--- src/rtl/clock_divider_gen_if.sv ---
// Control and observation bundle for the programmable clock divider.
// The master side drives enable/period programming; the slave produces the clock.
interface clock_divider_gen_if #(
  parameter int CW = 16
);
  logic          enable;
  logic          period_load;
  logic [CW-1:0] period_in;
  logic          div_clk;
  logic          rise_pulse;
  logic          fall_pulse;
  logic [31:0]   cycle_count;
  logic [CW-1:0] active_period;

  modport master (
    output enable,
    output period_load,
    output period_in,
    input  div_clk,
    input  rise_pulse,
    input  fall_pulse,
    input  cycle_count,
    input  active_period
  );

  modport slave (
    input  enable,
    input  period_load,
    input  period_in,
    output div_clk,
    output rise_pulse,
    output fall_pulse,
    output cycle_count,
    output active_period
  );
endinterface

--- src/rtl/clock_divider_gen.sv ---
// Programmable clock divider with rise/fall strobes and period counter.
// Period changes are staged in a pending register and applied at wrap.
module clock_divider_gen #(
  parameter int PERIOD = 10,
  parameter int CW     = 16
) (
  input logic               clk,
  input logic               reset,
  clock_divider_gen_if.slave bus
);

  logic [CW-1:0] cnt;
  logic [CW-1:0] pending;
  logic [CW-1:0] period;
  logic [CW-1:0] new_cnt;
  logic [CW-1:0] next_pending;
  logic [CW-1:0] next_period;
  logic [CW-1:0] half;
  logic [31:0]   count;
  logic          div_q;
  logic          rise_q;
  logic          fall_q;
  logic          wrap;
  logic          load_ok;

  always_comb begin
    load_ok      = bus.period_load && (bus.period_in >= CW'(2));
    next_pending = load_ok ? bus.period_in : pending;
    wrap         = (cnt == period - CW'(1));
    new_cnt      = wrap ? '0 : cnt + CW'(1);
    // a load landing on the wrap edge bypasses straight into use
    next_period  = wrap ? next_pending : period;
    half         = next_period - (next_period >> 1);
  end

  always_ff @(posedge clk) begin
    if (!reset) begin
      cnt     <= CW'(PERIOD - 1);
      pending <= CW'(PERIOD);
      period  <= CW'(PERIOD);
      div_q   <= 1'b0;
      rise_q  <= 1'b0;
      fall_q  <= 1'b0;
      count   <= '0;
    end else begin
      pending <= next_pending;
      if (bus.enable) begin
        cnt    <= new_cnt;
        period <= next_period;
        div_q  <= (new_cnt < half);
        rise_q <= (new_cnt == '0);
        fall_q <= (new_cnt == half);
        if (new_cnt == '0)
          count <= count + 32'd1;
      end else begin
        rise_q <= 1'b0;
        fall_q <= 1'b0;
      end
    end
  end

  assign bus.div_clk       = div_q;
  assign bus.rise_pulse    = rise_q;
  assign bus.fall_pulse    = fall_q;
  assign bus.cycle_count   = count;
  assign bus.active_period = period;

endmodule

--- src/flat_wrapper.sv ---
// flat-port wrapper written by rule: the top's interface ports become plain ports
module clock_divider_gen_flat 
#(
  parameter int PERIOD = 10,
  parameter int CW     = 16
)
  (clk, reset, bus_enable, bus_period_load, bus_period_in, bus_div_clk, bus_rise_pulse, bus_fall_pulse, bus_cycle_count, bus_active_period);
  clock_divider_gen_if #(.CW(CW)) bus_i ();
  input logic clk;
  input logic reset;
  input wire logic [$bits(bus_i.enable)-1:0] bus_enable;
  input wire logic [$bits(bus_i.period_load)-1:0] bus_period_load;
  input wire logic [$bits(bus_i.period_in)-1:0] bus_period_in;
  output wire logic [$bits(bus_i.div_clk)-1:0] bus_div_clk;
  output wire logic [$bits(bus_i.rise_pulse)-1:0] bus_rise_pulse;
  output wire logic [$bits(bus_i.fall_pulse)-1:0] bus_fall_pulse;
  output wire logic [$bits(bus_i.cycle_count)-1:0] bus_cycle_count;
  output wire logic [$bits(bus_i.active_period)-1:0] bus_active_period;
  assign bus_i.enable = bus_enable;
  assign bus_i.period_load = bus_period_load;
  assign bus_i.period_in = bus_period_in;
  assign bus_div_clk = bus_i.div_clk;
  assign bus_rise_pulse = bus_i.rise_pulse;
  assign bus_fall_pulse = bus_i.fall_pulse;
  assign bus_cycle_count = bus_i.cycle_count;
  assign bus_active_period = bus_i.active_period;
  clock_divider_gen #(.PERIOD(PERIOD), .CW(CW)) u_core (.clk(clk), .reset(reset), .bus(bus_i));
endmodule
--- config.mk ---
export PLATFORM = sky130hd
export DESIGN_NAME = clock_divider_gen_flat
export DESIGN_NICKNAME = d
export VERILOG_FILES = /design/src/rtl/clock_divider_gen_if.sv /design/src/rtl/clock_divider_gen.sv /design/src/flat_wrapper.sv
export SDC_FILE = /design/constraint.sdc
export NUM_CORES = 1
export LEC_CHECK = 0
export CAP_MARGIN = 40
export CORE_UTILIZATION = 35
export DETAILED_ROUTE_END_ITERATION = 6
export GPL_TIMING_DRIVEN = 0
export SLEW_MARGIN = 0
export SYNTH_ARGS = -nofsm -noshare
export SYNTH_HDL_FRONTEND = slang
export SYNTH_SLANG_ARGS = --single-unit
--- constraint.sdc ---
create_clock -name clk -period 10.9 [get_ports clk]
set_input_delay 1.09 -clock clk [delete_from_list [all_inputs] [get_ports clk]]
set_output_delay 1.09 -clock clk [all_outputs]
set_load 0.05 [all_outputs]
After elaboration in Yosys (flattened, before gate mapping) --
Cells that the tools add are included.
Operators by class: muxes and demuxes 3, eq/ne operators 2, add/subtract/negate cells 4, reductions and logical operators 4, order comparisons 2
Operators by type and width (number):
- $mux W16 | 3
- $add A32 B1 Y32 const B | 1
- $eq A16 B16 Y1 | 2
- $add A16 B1 Y16 const B | 1
- $ge A16 B2 Y1 const B | 1
- $logic_not A16 Y1 | 1
- $lt A16 B16 Y1 | 1
- $sub A16 B1 Y16 const B | 1
- $sub A16 B15 Y16 | 1
- $reduce_and A2 Y1 | 2
- $logic_and A1 B1 Y1 | 1
Storage, ports and cells: logic and storage cells 22, output and inout bits 51, flip-flop bits (word level) 83

Logic depth before layout (Yosys ltp) --
Gate-level depths: netlist of the first run.
depth in word-level cells 6, gate-level depth with buffers 29, mapped depth without buffers 27

Worst setup path after synthesis of the first run --
OpenSTA, ideal clock, no wires.
path type register -> register, from register u_core.period[0] (netlist: u_core.bus.active_period[0]), to register u_core.div_q (netlist: u_core.bus.div_clk), arrival 6283 ps, path buffers 3, cell stages (with the launch flop) 28, setup slack 4516 ps, path through dfxtp_1 > or4_1 > buf_2 > or3_4 > a2111oi_4 > nand4_1 > or3_1 > nor3_1 > buf_2 > buf_6 > mux2i_1 > ha_1 > inv_1 > fa_1 > a21o_1 > a21oi_1 > o21ba_2 > o21ai_0 > a211oi_1 > xor2_1 > ha_1 > a21o_1 > a21o_1 > a21o_1 > a21o_1 > a21oi_1 > nor2b_1 > o41ai_1
On the way: cells in the longest elaborated chain, start to end 5, elaborated cells on any way between the ends 6, classes of those cells 2 x add/sub; 1 x order compare; 1 x eq/ne; 2 x mux
Ends and longest elaborated chain:
- start: declaration | line clock_divider_gen.sv:14 | logic [CW-1:0] period;
- start signal: assignment | line clock_divider_gen.sv:40 | period <= CW'(PERIOD);
- start signal: assignment | line clock_divider_gen.sv:49 | period <= next_period;
- $sub A16 B1 Y16 | line clock_divider_gen.sv:29 | wrap = (cnt == period - CW'(1));
- $eq A16 B16 Y1 | line clock_divider_gen.sv:29
- $mux W16 | line clock_divider_gen.sv:32 | next_period = wrap ? next_pending : period;
- via u_core.next_period[1] | line clock_divider_gen.sv:17 | logic [CW-1:0] next_period;
- $sub A16 B15 Y16 | line clock_divider_gen.sv:33 | half = next_period - (next_period >> 1);
- $lt A16 B16 Y1 | line clock_divider_gen.sv:50 | div_q <= (new_cnt < half);
- end signal: assignment | line clock_divider_gen.sv:50
- end: declaration | line clock_divider_gen.sv:20 | logic div_q;
The timed path passes the listed nets, and every way through them passes these cells. A chain may end at the register's enable or synchronous reset.

Final worst setup path of the first run --
from register u_core.period[0] (netlist: u_core.bus.active_period[0]), to register u_core.fall_q (netlist: u_core.bus.fall_pulse)
On the way: cells in the longest elaborated chain, start to end 5, elaborated cells on any way between the ends 6, classes of those cells 2 x add/sub; 2 x eq/ne; 2 x mux
Ends and longest elaborated chain:
- $sub A16 B1 Y16 | line clock_divider_gen.sv:29
- $eq A16 B16 Y1 | line clock_divider_gen.sv:29
- $mux W16 | line clock_divider_gen.sv:32
- via u_core.next_period[1] | line clock_divider_gen.sv:17
- $sub A16 B15 Y16 | line clock_divider_gen.sv:33
- $eq A16 B16 Y1 | line clock_divider_gen.sv:52 | fall_q <= (new_cnt == half);
- end signal: assignment | line clock_divider_gen.sv:52
- end: declaration | line clock_divider_gen.sv:22 | logic fall_q;
The timed path passes the listed nets, and every way through them passes these cells.

==> results of run 1 <==
-- cell usage after synthesis (all sizes together) (10+ instances only) --
| cell | n |
|---|---|
| buf | 22 |
| nand2b | 17 |
| xnor2 | 30 |
| xor2 | 16 |
| or3 | 11 |
| nand2 | 53 |
| inv | 34 |
| clkbuf | 32 |
| a21o | 13 |
| and2 | 17 |
| nor3 | 19 |
| o31ai | 16 |
| a21oi | 33 |
| dfxtp | 83 |
| nand3 | 40 |
| o21ai | 33 |
| or4 | 17 |
| a32o | 10 |
| nor2 | 34 |
| nand4 | 15 |
| nor4 | 22 |
| mux2 | 15 |
| ha | 34 |
| mux2i | 34 |
-- worst max-delay path, stage by stage, from the launching register on --
cell	delay, ps
dfxtp_1	400
inv_1	90
ha_1	220
or3b_2	540
or3_1	400
nor4bb_1	350
a21oi_1	70
o22a_1	230
nor3_1	160
buf_2	360
buf_6	230
mux2i_1	440
ha_1	300
nor2b_1	150
o31ai_1	520
a211oi_1	210
o31ai_1	420
nor2_1	90
a211oi_1	350
o21ai_0	170
xnor2_1	150
ha_1	290
nand4_1	190
nor4_1	350
and4_1	250
-- sequential cells by signal, indices dropped and copies added (netlist names) --
name	flops
u_core.bus.rise_pulse	1
u_core.bus.fall_pulse	1
u_core.bus.active_period	16
u_core.bus.div_clk	1
u_core.pending	16
u_core.cnt	16
u_core.bus.cycle_count	32
-- area by class of cell --
| type | count | area [µm²] | area share [%] |
|---|---|---|---|
| clock buffer | 9 | 225.2 | 3.075 |
| tap | 220 | 275.3 | 3.759 |
| inverter | 34 | 127.6 | 1.743 |
| timing repair buffer | 71 | 710.7 | 9.704 |
| clock inverter | 7 | 100.1 | 1.367 |
| sequential | 83 | 1662 | 22.69 |
| multi-input combinational | 568 | 3984 | 54.40 |
| buffer | 54 | 239.0 | 3.263 |
-- logic make-up (layout without fill, tap and decap cells) --
logic type / after synthesis / count (layout) / synth area share (%)
adder cells (fa/ha/maj): 35 / 35 / 7.409
AND/OR/NAND/NOR: 286 / 286 / 26.31
XOR/XNOR: 46 / 46 / 6.701
flip-flops: 83 / 83 / 27.64
buffers and inverters: 88 / 175 / 6.098
multiplexers: 49 / 49 / 8.470
AO/OA/AOI/OAI: 152 / 152 / 17.38
-- cell usage in the layout (no fill, tap or decap), drive strengths merged, types with 34 or more instances in the layout --
cell type,count
clkbuf,41
nor2,34
clkdlybuf4s50,70
dfxtp,83
inv,36
mux2i,34
nand3,40
nand2,53
ha,34
-- stage by stage --
stage	cells	hold slack, ps	util (%)
6_report	1046	472.0	43.85
5_1_grt	1046	495.4	43.85
4_1_cts	1046	477.7	43.85
2_1_floorplan	739	437.7	-
3_3_place_gp	1029	462.5	41.84
3_5_place_dp	1030	462.9	41.90
-- path summary, 6_finish.rpt --
path | start | to | slack [ps]
setup / recovery | u_core.bus.active_period[0] | u_core.bus.fall_pulse | 3880
hold / removal | u_core.bus.cycle_count[31] | u_core.bus.cycle_count[31] | 470
setup reg to reg | u_core.bus.active_period[0] | u_core.bus.fall_pulse | 3880
hold reg to reg | u_core.bus.cycle_count[31] | u_core.bus.cycle_count[31] | 470
-- report_power, final --
part | internal, µW | switching, µW | leakage (µW)
combinational | 388 | 552 | 0.00195
clock | 203 | 140 | 0.000160
sequential | 321 | 21.0 | 0.000674
total | 912 | 713 | 0.00278
-- per-layer routing --
layer  share of wire, %  global-route usage (%)  vias to the layer above
li1                   -                       -                     2895
met1                 52                   30.35                     2725
met2                 43                   30.45                      140
met3                3.9                   2.759                       26
met4                1.7                   6.960                        0
met5                  0                       0                        -
==> impl_metrics.toml, run 1 <==
[global_routing]
grt_max_degree = 16
grt_pass1_vias = 5275
grt_remaining_overflow = 0
antenna_found_initial = 0
grt_pass1_wl_um = 28530
grtUsageTotal_pct = 20.60

[routing]
via_count = 5786
viasPerCell = 5.532
drc = 0
firstDrtPassIters = 5
routedWlPerCell_um = 16.97
drt_iter0_drc = 504
ant_nets = 0
wirelength_um = 17750

[cts]
cts_tree = "done"
cts_sinks = 83
cts.path.max_buffers = 2
clk_pin_slew_ps = 70
cts-buffers-inserted = 9
cts_hold_buf = 0
post_cts_buffers = 0
clk-insertion-delay-late_ps = 360
htree_levels = 3
cts-resized-gates = 0
root_buffer = "clkbuf_16"

[sta]
period_share_pct = 64.38
relSlewSlack_pct = 47.77
slew_viol_final = 0
rsz0062_at_grt = "false"
setup_viol = 0
worst_pin_slew_ps = 773.3
tns_ps = 0
final.setup.worst_slack_ps = 3882
clock.fmax_mhz = 142.5
fin_crit_ps = 7018
fin_worst_skew_ps = 7.203
final_hold_viol_count = 0

[placed_design]
place_hpwl_um = 13110
place_ws_ps = 3723
gp_congestion = 0.8452
numPortBuffers = 70
place_area_um2 = 6998

[logic_synthesis]
synthArstFlopShare_pct = 0
synth_warnings = 0
yosysUniqueCellTypes = 60
synth_area_leaders = "dfxtp_1 28%, ha_1 7.1%, mux2i_1 5.7%"
synth_top_area_share_pct = 27.64
yosysSeqAreaShare_pct = 27.64
netlist.top_cell.by_area = "dfxtp_1"
syn_inst = 739
synth-seq-cells = 83
synth-edff-count = 0
synth_area_um2 = 6012
synth.avg_cell_area_um2 = 8.135
synth_fp_nets = 794
ys.flop_type = "dfxtp_1"

[pwr]
ir_drop_mv = 0.09968
p_leak_uw = 0.002784
power.density_nw_per_um2 = 221.9
design_power_total_uw = 1625

[die]
die_x_um = 133.1
initial_core_util_pct = 36.00
ios = 71
fp-row-count = 47
coreArea_um2 = 16700
die-area_um2 = 17710
die_h_um = 133.1

[job]
drv_cap = 0

[worst_setup_path]
cp_max_fo = 10
crit_arrival_ps = 7310
critPathRequiredTime_ps = 11190
critPathKind = "register to register"
end_kind = "register"
reg2reg_depth = 24
startpoint_type = "register"

[worst_hold_path]
hold_class = "register to register"
worstHoldPathCells = 2

[cells_and_area]
area_delta_synth_final_pct = 21.81
nFillCells = 1745
final_nets = 876
finalInstanceArea_um2 = 7323
num_antenna_cells = 0
drive_gt1_share_pct = 7.748

[run_status]
status = "complete, no violations"
Note: power is estimated with default switching activity, not from simulation.
==> run 2, diff against run 1 <==
==> constraint.sdc (replaced) <==
create_clock -name clk -period 6 [get_ports clk]
set_input_delay 0.6 -clock clk [delete_from_list [all_inputs] [get_ports clk]]
set_output_delay 0.6 -clock clk [all_outputs]
set_load 0.05 [all_outputs]
==> run 2 against run 1 <==
- the run now ends with negative setup slack left
- die area did not move
- final cell count rose by 1.6%
- sequential cell count did not move
- combinational power rose by 120%
- first-iteration DRC count fell by 10%
- sequential power rose by 82%
- largest cell class unchanged
==> impl_metrics.toml, run 2 (synthesis gave the netlist of run 1 again) <==
[run_status]
status = "complete, but fails checks"
failed_checks = "negative setup slack"

[worst_setup_path]
cp_max_fo = 7
end_kind = "register"
startpoint_type = "register"
critPathRequiredTime_ps = 6250
crit-reg2reg-launch = "u_core.bus.active_period[0]"
startpoint = "u_core.bus.active_period[0]"
crit_arrival_ps = 6440
critPathKind = "register to register"

[die]
die_h_um = 133.1
coreArea_um2 = 16700
initial_core_util_pct = 36.00
die_x_um = 133.1
die-area_um2 = 17710
ios = 71
fp-row-count = 47

[cells_and_area]
final_cell_mix = "78 x dfxtp_1, 70 x clkdlybuf4s50_1, 53 x nand2_1, 40 x nand3_1"
final_nets = 893
finalInstanceArea_um2 = 7654
largest_register_ffs = 32
num_antenna_cells = 0
nFillCells = 1707
finish.utilization_pct = 45.83
final_common_cell = "dfxtp_1"
area_delta_synth_final_pct = 27.30
drive_gt1_share_pct = 12.81

[routing]
drt_iter0_drc = 453
drc = 0
wirelength_um = 18150
ant_nets = 0
viasPerCell = 5.534
via_count = 5883
routedWlPerCell_um = 17.07
firstDrtPassIters = 5

[placed_design]
place_hpwl_um = 13090
numPortBuffers = 70
place_area_um2 = 7033
gp_congestion = 0.8476
place_ws_ps = -700.3

[sta]
final.setup.worst_slack_ps = -187.1
fin_crit_ps = 6187
final_hold_viol_count = 0
period_share_pct = 103.1
relSlewSlack_pct = 44.96
slew_viol_final = 0
rsz0062_at_grt = "true"
worst_pin_slew_ps = 818.1
setup_viol = 2
holdWs_ps = 476.2
fin_worst_skew_ps = 8.112
clock.fmax_mhz = 161.6

[global_routing]
grtUsageTotal_pct = 21.02
grt_pass1_wl_um = 29160
grt_pass1_vias = 5380
antenna_found_initial = 0
grt_remaining_overflow = 0
grt_max_degree = 15

[cts]
clk_pin_slew_ps = 70
root_buffer = "clkbuf_16"
cts_hold_buf = 0
cts_sinks = 83
cts.path.max_buffers = 2
cts-buffers-inserted = 9
cts_tree = "done"
clk-insertion-delay-late_ps = 350
htree_levels = 3

[pwr]
power.density_nw_per_um2 = 428.6
p_leak_uw = 0.002903
ir_drop_mv = 0.2922

[worst_hold_path]
hold_class = "register to register"
hp-start = "u_core.bus.cycle_count[31]"

[job]
drv_cap = 0
==> run 2: cell count changes in the layout (fill, tap and decap cells not counted), sizes merged <==
| cell | before | now |
|---|---|---|
| clkinvlp | 0 | 1 |
| clkinv | 3 | 1 |
| buf | 22 | 40 |
| clkbuf | 41 | 42 |
| inv | 36 | 35 |
==> run 2: layer usage <==
metal  GRT usage, %  vias up  share of wire (%)
met4          5.619        0                1.3
met5              0        -                  0
li1               -     2926                  -
met2          31.70      156                 44
met1          30.41     2783                 50
met3          3.793       18                4.3
==> run 2: worst max-delay path, cell delays in order (launching register included) <==
cell       delay [ps]
dfxtp_4           370
or4_4             510
buf_6             130
or3_4             380
a2111oi_4         400
nand4_1           120
or3_1             400
nor3_2            160
buf_4             160
buf_12            140
mux2i_4           280
ha_4              170
inv_2              40
fa_2              390
a21o_1            200
a21oi_2           180
o21ba_4           190
o21ai_4            70
a211oi_2          240
xor2_1            170
ha_1              260
a21o_1            190
a21o_1            150
a21o_1            150
a21o_1            160
a21oi_2           110
nor2b_1            50
o41ai_1           320
==> run 2: power breakdown <==
part           total (µW)  leakage (µW)  switching, µW  internal, µW
Clock                 628      0.000156            249           379
Sequential            622      0.000676           39.0           583
Combinational        2030       0.00207           1140           893
Total                3280       0.00290           1430          1850
==> run 2: what timing repair did <==
item | 4_1_cts | 5_1_grt
pin swaps | 6 | 25
buffers inserted | 6 | 12
resized for setup | 19 | 14
endpoints found under the setup margin | 2 | 2
==> run 2: stage by stage <==
| stage | power [µW] | setup TNS (ps) | instances |
|---|---|---|---|
| CTS | 3111 | -32.73 | 1051 |
| global route | 3532 | -927.9 | 1063 |
| global placement | 2346 | -1348 | 1029 |
| floorplan | 1962 | 0 | 739 |
| finish | 3280 | -290.9 | 1063 |
| detailed placement | 2358 | -1352 | 1030 |
==> run 2: path summary, 6_finish.rpt <==
path	endpoint	slack, ps	cells past startpoint
worst max-delay path	u_core.bus.div_clk	-190	27
worst min-delay path	u_core.bus.cycle_count[31]	480	2
worst max register to register	u_core.bus.div_clk	-190	27
worst min register to register	u_core.bus.cycle_count[31]	480	2
==> run 2: final cells by class <==
cell class,instances,area [µm²],share of cell area [%]
clock buffer,11,242.7,3.171
clock inverter,5,85.08,1.112
inverter,34,127.6,1.667
multi-input combinational,568,4146,54.18
buffer,53,255.2,3.335
tap,220,275.3,3.597
timing repair buffer,89,845.8,11.05
sequential,83,1675,21.89
==> run 3, diff against run 2 <==
--- a/config.mk
+++ b/config.mk
@@ -5,7 +5,7 @@
 export SDC_FILE = /design/constraint.sdc
 export NUM_CORES = 1
 export LEC_CHECK = 0
-export CAP_MARGIN = 40
+export CAP_MARGIN = 20
 export CORE_UTILIZATION = 35
 export DETAILED_ROUTE_END_ITERATION = 6
 export GPL_TIMING_DRIVEN = 0
@@ -13,3 +13,4 @@
 export SYNTH_ARGS = -nofsm -noshare
 export SYNTH_HDL_FRONTEND = slang
 export SYNTH_SLANG_ARGS = --single-unit
+export TNS_END_PERCENT = 100
==> run 3 against run 2 <==
- the run now ends clean
- highest routed layer unchanged
- largest power group unchanged
- non-clock buffer count is 4 lower
- sequential cell count stayed put
- utilization is 0.25 points higher
- worst setup slack better by 220 ps
- critical path type unchanged
- sequential power hardly changed
- via count is 0.68% lower
==> impl_metrics.toml, run 3 (synthesis gave the netlist of run 1 again) <==
[cts]
htree_levels = 3
cts.path.max_buffers = 2
cts_tree = "done"
clk-insertion-delay-late_ps = 360
root_buffer = "clkbuf_16"
cts_hold_buf = 0
cts-buffers-inserted = 9
clk_pin_slew_ps = 70
cts_sinks = 83

[global_routing]
antenna_found_initial = 0
grt_remaining_overflow = 0
grt_max_degree = 15
grt_pass1_wl_um = 28900
grtUsageTotal_pct = 20.85
grt_pass1_vias = 5352

[cells_and_area]
largest_register_ffs = 32
finish.utilization_pct = 46.08
multi_input_comb_area_um2 = 4232
drive_gt1_share_pct = 13.47
final_cells = 1059
nFillCells = 1718
final_nets = 889
finalInstanceArea_um2 = 7696
num_antenna_cells = 0
final_cell_mix = "78 x dfxtp_1, 70 x clkdlybuf4s50_1, 53 x nand2_1, 40 x nand3_1, 33 x inv_1"
ff_latch_area_um2 = 1670
final_common_cell = "dfxtp_1"
area_delta_synth_final_pct = 28.01

[sta]
fin_crit_ps = 5963
fin_worst_skew_ps = 10.59
tns_ps = 0
final.setup.worst_slack_ps = 37.39
worst_pin_slew_ps = 983.2
period_share_pct = 99.38
final_hold_viol_count = 0
rsz0062_at_grt = "true"
clock.fmax_mhz = 167.7
setup_viol = 0
slew_viol_final = 0
relSlewSlack_pct = 33.85

[placed_design]
numPortBuffers = 70
place_area_um2 = 7023
place_ws_ps = -695.6
place_hpwl_um = 13080
placed_cells = 1029
gp_congestion = 0.8476

[worst_setup_path]
cp_max_fo = 7
critPathKind = "register to register"
end_kind = "register"
crit_arrival_ps = 6220
cp_slowest_cell = "or4_4"
critPathRequiredTime_ps = 6260
cpPeakStageDelay_ps = 540
startpoint_type = "register"
cp_common_cell = "a21o_1"

[routing]
drt_iter0_drc = 405
viasPerCell = 5.517
firstDrtPassIters = 5
via_count = 5843
drc = 0
ant_nets = 0
wirelength_um = 17960
routedWlPerCell_um = 16.95

[run_status]
status = "complete, no violations"

[worst_hold_path]
hold_class = "register to register"

[die]
ios = 71
die_x_um = 133.1
die-area_um2 = 17710
coreArea_um2 = 16700
die_h_um = 133.1
initial_core_util_pct = 36.00
fp-row-count = 47

[pwr]
p_leak_uw = 0.002888
ir_drop_mv = 0.2471
power.density_nw_per_um2 = 433.2

[job]
drv_cap = 0
-- run 3: cell type report --
type | instances | share of cell area, %
multi-input combinational | 568 | 54.98
sequential | 83 | 21.70
timing repair buffer | 86 | 10.71
tap | 220 | 3.577
clock buffer | 11 | 3.300
buffer | 52 | 3.284
inverter | 34 | 1.658
clock inverter | 5 | 0.7804
-- run 3: routing by layer --
layer	global-route usage (%)	share of wire (%)	vias to the layer above	routed length [µm]
met5	0	0	-	0
met4	6.003	1.5	0	268
met3	3.027	4.7	19	851
met2	31.73	45	132	8052
met1	30.22	49	2788	8783
li1	-	-	2904	-
-- run 3: critical path: cells and delay by family, from the launching register on --
family / cells / cell delay, ps
fa+ha+maj: 2 / 650
mux: 1 / 290
compound gates: 11 / 2240
flops: 1 / 370
xor+xnor: 1 / 150
buf+inv: 4 / 540
simple gates: 7 / 1650
-- run 3: worst paths after layout --
kind,to,slack [ps],startpoint,cells after the start
max,u_core.bus.div_clk,40,u_core.bus.active_period[0],26
min,u_core.bus.cycle_count[31],480,u_core.bus.cycle_count[31],2
max reg2reg,u_core.bus.div_clk,40,u_core.bus.active_period[0],26
min reg2reg,u_core.bus.cycle_count[31],480,u_core.bus.cycle_count[31],2
-- run 3: power by group --
group          switching, µW  internal [µW]
Clock                    247            349
Sequential              42.0            583
Combinational           1180            933
-- run 3: stage by stage --
step	hold WS, ps	total power [µW]
floorplan	461.8	1962
global placement	462.4	2346
detailed placement	462.0	2362
CTS	474.6	3093
global route	504.1	3599
finish	476.0	3334
-- run 3: repair_timing --
item,in CTS,in global routing
pin swaps,6,10
gates resized for setup,19,30
setup endpoints to repair,2,2
endpoints found under the hold margin,0,0
setup buffers,7,9
